==> config.mk <==
export PLATFORM = sky130hd
export DESIGN_NAME = ocx_tlx_flit_run_tracker
export DESIGN_NICKNAME = d
export VERILOG_FILES = /design/src/rtl/ocx_tlx_flit_run_tracker.sv
export SDC_FILE = /design/constraint.sdc
export NUM_CORES = 1
export LEC_CHECK = 0
export CAP_MARGIN = 20
export CORE_AREA = 2 2 83 45
export DETAILED_ROUTE_END_ITERATION = 12
export DIE_AREA = 0 0 85 47
export PLACE_DENSITY = 0.91
export SLEW_MARGIN = 20
export SYNTH_ARGS = -nofsm -noshare
export SYNTH_HDL_FRONTEND = slang
export SYNTH_SLANG_ARGS = --single-unit
export TNS_END_PERCENT = 5
==> constraint.sdc <==
create_clock -name tlx_clk -period 3.2 [get_ports tlx_clk]
set_input_delay 0.48 -clock tlx_clk [delete_from_list [all_inputs] [get_ports tlx_clk]]
set_output_delay 0.48 -clock tlx_clk [all_outputs]
set_load 0.02 [all_outputs]
==> src/rtl/ocx_tlx_flit_run_tracker.sv <==
// ============================================================================
// Module   : ocx_tlx_flit_run_tracker
// Purpose  : Classifies received TLX flits as control or data from the
//            declared run length; emits registered control/data/bookend
//            strobes and masked BDI bits for the run just closed.
// Revision : 1.0  initial release
// ============================================================================
`default_nettype none

module ocx_tlx_flit_run_tracker #(
   parameter int max_run_length = 8,
   parameter int err_sticky     = 1
) (
   input  logic       tlx_clk,
   input  logic       reset_n,
   input  logic       rx_flit_v,
   input  logic [3:0] rx_ctl_run_length,
   input  logic [7:0] rx_ctl_bdi,
   input  logic       crc_error,
   input  logic       rx_resync,
   output logic       ctl_flit_start,
   output logic [3:0] run_length,
   output logic       bookend_flit_v,
   output logic [7:0] bad_data_indicator,
   output logic       data_flit_v,
   output logic [2:0] data_flit_idx,
   output logic       run_active,
   output logic       protocol_error
);

   localparam logic [1:0] ST_EXPECT_CTL = 2'd0;
   localparam logic [1:0] ST_DATA       = 2'd1;
   localparam logic [1:0] ST_HALT       = 2'd2;

   localparam logic [3:0] c_max_rl = 4'(max_run_length);

   logic [1:0] r_state;
   logic [1:0] w_state_d;
   logic [3:0] cnt_q;
   logic [3:0] prev_run_q;
   logic [3:0] rl_q;
   logic [3:0] w_cnt_d;
   logic [3:0] w_prev_run_d;
   logic [3:0] w_rl_d;

   logic       w_ctl_start_d;
   logic [3:0] w_run_length_d;
   logic       w_bookend_d;
   logic [7:0] w_bdi_d;
   logic       w_data_v_d;
   logic [2:0] w_data_idx_d;
   logic       w_run_active_d;
   logic       w_protocol_error_d;
   logic [7:0] w_prev_mask;

   // Mask covers the low prev_run_q bits; computed one bit wider so 8 gives 8'hFF
   assign w_prev_mask = 8'((9'd1 << prev_run_q) - 9'd1);

   // State and datapath registers
   always_ff @(posedge tlx_clk or negedge reset_n) begin
      if (!reset_n) begin
         r_state            <= ST_EXPECT_CTL;
         cnt_q              <= 4'd0;
         prev_run_q         <= 4'd0;
         rl_q               <= 4'd0;
         ctl_flit_start     <= 1'b0;
         run_length         <= 4'd0;
         bookend_flit_v     <= 1'b0;
         bad_data_indicator <= 8'd0;
         data_flit_v        <= 1'b0;
         data_flit_idx      <= 3'd0;
         run_active         <= 1'b0;
         protocol_error     <= 1'b0;
      end else begin
         r_state            <= w_state_d;
         cnt_q              <= w_cnt_d;
         prev_run_q         <= w_prev_run_d;
         rl_q               <= w_rl_d;
         ctl_flit_start     <= w_ctl_start_d;
         run_length         <= w_run_length_d;
         bookend_flit_v     <= w_bookend_d;
         bad_data_indicator <= w_bdi_d;
         data_flit_v        <= w_data_v_d;
         data_flit_idx      <= w_data_idx_d;
         run_active         <= w_run_active_d;
         protocol_error     <= w_protocol_error_d;
      end
   end

   // Next-state and internal counters; crc_error outranks resync outranks flits
   always_comb begin
      w_state_d    = r_state;
      w_cnt_d      = cnt_q;
      w_prev_run_d = prev_run_q;
      w_rl_d       = rl_q;
      if (crc_error) begin
         w_state_d    = ST_HALT;
         w_cnt_d      = 4'd0;
         w_prev_run_d = 4'd0;
      end else if (rx_resync) begin
         w_state_d    = ST_EXPECT_CTL;
         w_cnt_d      = 4'd0;
         w_prev_run_d = 4'd0;
      end else if (rx_flit_v) begin
         case (r_state)
            ST_EXPECT_CTL: begin
               if (rx_ctl_run_length > c_max_rl) begin
                  w_state_d = ST_HALT;
               end else if (rx_ctl_run_length == 4'd0) begin
                  w_prev_run_d = 4'd0;
               end else begin
                  w_cnt_d   = rx_ctl_run_length;
                  w_rl_d    = rx_ctl_run_length;
                  w_state_d = ST_DATA;
               end
            end
            ST_DATA: begin
               w_cnt_d = cnt_q - 4'd1;
               if (cnt_q == 4'd1) begin
                  w_state_d    = ST_EXPECT_CTL;
                  w_prev_run_d = rl_q;
               end
            end
            default: ;
         endcase
      end
   end

   // Next values for the registered outputs
   always_comb begin
      w_ctl_start_d      = 1'b0;
      w_run_length_d     = run_length;
      w_bookend_d        = 1'b0;
      w_bdi_d            = 8'd0;
      w_data_v_d         = 1'b0;
      w_data_idx_d       = data_flit_idx;
      w_protocol_error_d = protocol_error;
      if (!crc_error && rx_resync) begin
         if (err_sticky == 0) begin
            w_protocol_error_d = 1'b0;
         end
      end else if (!crc_error && rx_flit_v) begin
         case (r_state)
            ST_EXPECT_CTL: begin
               w_ctl_start_d  = 1'b1;
               w_run_length_d = rx_ctl_run_length;
               if (prev_run_q != 4'd0) begin
                  w_bookend_d = 1'b1;
                  w_bdi_d     = rx_ctl_bdi & w_prev_mask;
               end
               if (rx_ctl_run_length > c_max_rl) begin
                  w_protocol_error_d = 1'b1;
               end
            end
            ST_DATA: begin
               w_data_v_d   = 1'b1;
               w_data_idx_d = 3'(rl_q - cnt_q);
            end
            default: ;
         endcase
      end
      // Stretch through the last data strobe so the run reads as one window
      w_run_active_d = (w_state_d == ST_DATA) | w_data_v_d;
   end

endmodule

`default_nettype wire

==> impl_metrics.py <==
metrics = {
    "die": {
        "die-area_mm2": 0.00400,
        "initial_core_util_pct": 51.8,
        "row_count": 15,
        "chipHeight_um": 47,
        "pin_count": 37,
        "core_mm2": 0.00328,
        "chipWidth_um": 85,
    },
    "sta": {
        "min_period_over_period_pct": 67.1,
        "worst_pin_slew_ns": 0.729,
        "slew_headroom_pct": 51.0,
        "tns_ns": 0,
        "max_freq_mhz": 466,
        "final.min_clock_period_ns": 2.15,
        "hold_violations": 0,
        "maxSlewViolCount": 0,
        "setup_violations": 0,
        "finClkSkew_ns": 0.00956,
        "final.setup.worst_slack_ns": 1.05,
        "rsz0062_at_grt": "no",
    },
    "outcome": {
        "outcome": "finished, final reports clean",
    },
    "clock_tree": {
        "cts_max_level": 2,
        "insertion_delay_ns": 0.30,
        "cts_inserted_buffers": 5,
        "path_clk_slew_ns": 0.07,
        "cts_root_buf": "clkbuf_8",
        "hold_buffers": 0,
        "cts_tree": "yes",
        "cts.sinks": 34,
        "cts_resized": 0,
        "cts_setup_buffers": 0,
        "cts.path.max_buffers": 2,
    },
    "setup_path": {
        "worstPathMaxFanout": 17,
        "critPathTopFamily": "simple AND/OR/NAND/NOR gates",
        "max_stage_delay_ns": 0.50,
        "end_kind": "register",
        "path_cells": "clkdlybuf4s50_1 > or4_4 > or2_1 > clkinv_2 > a21oi_1 > o21ai_1",
        "cp.buffers_inverters": 2,
        "cp_slowest_cell": "or4_4",
        "critical_path_class": "in -> reg",
        "worst_ep_arrival_time_ns": 2.37,
        "critPathRequiredTime_ns": 3.43,
        "worst_setup_path_start_kind": "input port",
    },
    "cells_and_area": {
        "final_net_count": 231,
        "fin_util_pct": 67.1,
        "diodes": 0,
        "layout-drive-gt1-share_pct": 8.57,
        "area_growth_pct": 29.5,
    },
    "placement": {
        "io_buffers": 36,
        "gp_congestion": 0.982,
        "dp.final_hpwl_um": 2870,
        "place_ws_ns": 0.780,
    },
    "detailed_routing": {
        "drc": 0,
        "first_pass_iters": 4,
        "routed.top_layer": "met4",
        "ant_nets": 0,
        "wl_met1_um": 1870,
        "num_vias": 1442,
        "routed_via_density": 5.72,
        "drt-total-wl_um": 4050,
        "wl_per_cell_um": 16.1,
        "route.met3.wl_um": 523,
        "first_iter_violations": 116,
        "wl_met2_um": 1590,
    },
    "global_route": {
        "grt_use_total_pct": 22.7,
        "grt_pass1_vias": 1245,
        "grt_pass1_wl_um": 6460,
        "antenna_found_initial": 0,
        "grt_max_degree": 35,
        "overflow": 0,
    },
    "power_and_ir_drop": {
        "leakage_nw": 0.996,
        "max-vdd-ir-drop_uv": 302,
        "p_total_mw": 1.12,
        "powerDensity_mw_per_mm2": 507,
    },
    "synthesis": {
        "netlist_instances": 174,
        "synth_top_area_share_pct": 50.0,
        "syn_nets": 196,
        "syn_avg_cell_area_um2": 9.79,
        "synth-seq-area-share_pct": 50.0,
        "syn_area_mm2": 0.00170,
        "yosysUniqueCellTypes": 42,
        "ys_top_cells_by_area": "dfrtp_1 50%, o21ai_0 6.2%, nand2_1 3.5%",
        "synth_area_leader_cell": "dfrtp_1",
        "synth_warnings": 0,
        "ys_ff_latch": 34,
    },
    "min_path": {
        "hp-class": "reg -> reg",
    },
    "run": {
        "cap_viol_max_count": 0,
    },
}
## synth_stat cells
library cell  count
a21oi_1           4
a22o_1            5
a22oi_1           1
a31o_2            2
a32o_1            2
a41oi_1           1
and2_1            1
and2b_1           1
and3_1            3
buf_6             3
clkbuf_1          6
clkinv_2          1
dfrtp_1          34
fa_1              1
ha_1              4
inv_1            13
mux2i_1           1
nand2_1          16
nand2b_1          3
nand3_1           1
nor2_1           12
nor2_2            1
nor2b_1           1
nor3_1            6
nor3b_1           1
nor3b_2           1
nor4_1            5
nor4b_2           1
o211a_1           1
o21a_1            4
o21ai_0          21
o21ai_1           4
o221ai_1          1
o31a_1            1
or2_1             1
or2_2             1
or3_1             1
or4_1             1
or4_4             1
or4b_2            1
xnor2_1           4
xor2_1            1
## where the power goes
group | total, mW | switching, mW | internal, mW
sequential | 0.468 | 0.0151 | 0.452
combinational | 0.160 | 0.0837 | 0.0761
clock | 0.490 | 0.178 | 0.312
total | 1.12 | 0.277 | 0.841
## flip-flops by register name, summed over array words and instances, names as in the netlist, 2 cells and up
name and count:
bad_data_indicator 8, cnt_q 4, data_flit_idx 3, prev_run_q 4
r_state 2, rl_q 4, run_length 4
## worst reg2reg max path: stages, from the launching register on
cell and delay, ns:
dfrtp_1 0.49, nor4_1 0.64, inv_1 0.15, ha_1 0.28
nor3_1 0.15, a21oi_1 0.06, o21ai_0 0.13, and3_1 0.16
## per-layer routing
metal,track usage [%],vias up
li1,-,672
met3,9.14,9
met4,7.94,0
met5,0,-
met2,31.1,82
met1,32.6,679
## final cells by class
| type | count | area [um2] |
|---|---|---|
| Clock inverter | 3 | 68.8 |
| Fill cell | 255 | 1080 |
| Multi-Input combinational cell | 117 | 742 |
| Tap cell | 42 | 52.6 |
| Inverter | 14 | 53.8 |
| Clock buffer | 5 | 68.8 |
| Sequential cell | 34 | 851 |
| Timing Repair Buffer | 37 | 368 |
## metrics by stage
step / hold slack, ns / area [um2] / std cells
floorplan: 0.184 / 1700 / 174
global placement: 0.463 / 2070 / 244
detailed placement: 0.471 / 2070 / 244
CTS: 0.488 / 2200 / 252
global route: 0.518 / 2200 / 252
finish: 0.480 / 2200 / 252
## path summary, 6_finish.rpt
| kind | endpoint | cells past startpoint | start | slack (ns) |
|---|---|---|---|---|
| setup / recovery | rl_q[3]$_DFFE_PN0P_ | 6 | crc_error | 1.05 |
| hold / removal | data_flit_idx[2]$_DFFE_PN0P_ | 2 | data_flit_idx[2]$_DFFE_PN0P_ | 0.48 |
| setup reg to reg | bad_data_indicator[6]$_DFF_PN0_ | 7 | prev_run_q[3]$_DFFE_PN0P_ | 1.09 |
| hold reg to reg | data_flit_idx[2]$_DFFE_PN0P_ | 2 | data_flit_idx[2]$_DFFE_PN0P_ | 0.48 |
| max in group asynchronous | cnt_q[0]$_DFFE_PN0P_ | 2 | reset_n | 2.31 |
| min in group asynchronous | rl_q[1]$_DFFE_PN0P_ | 2 | reset_n | 0.59 |
## cells in the final DEF, fill, tap and decap left out, types with 2 or more instances in the layout
cell	count
xnor2_1	4
inv_1	13
o21ai_0	21
a32o_1	2
and3_1	3
nor3_1	6
dfrtp_1	34
bufinv_16	2
clkdlybuf4s50_1	36
nand2b_1	3
a31o_2	2
o21a_1	4
clkbuf_8	5
a22o_1	5
a21oi_1	4
o21ai_1	4
ha_1	4
nor2_1	12
nor4_1	5
nand2_1	16
## cell families after synthesis
family / after synthesis / synth area share [%]
AOI/OAI and AO/OA: 47 / 17.6
xor gates and xnor gates: 5 / 2.57
and+or+nand+nor: 59 / 18.7
buffers and inverters: 23 / 6.47
adders and majority gates: 5 / 4.11
muxes: 1 / 0.588
DFF: 34 / 50.0
Note: power is estimated with default switching activity, not from simulation.
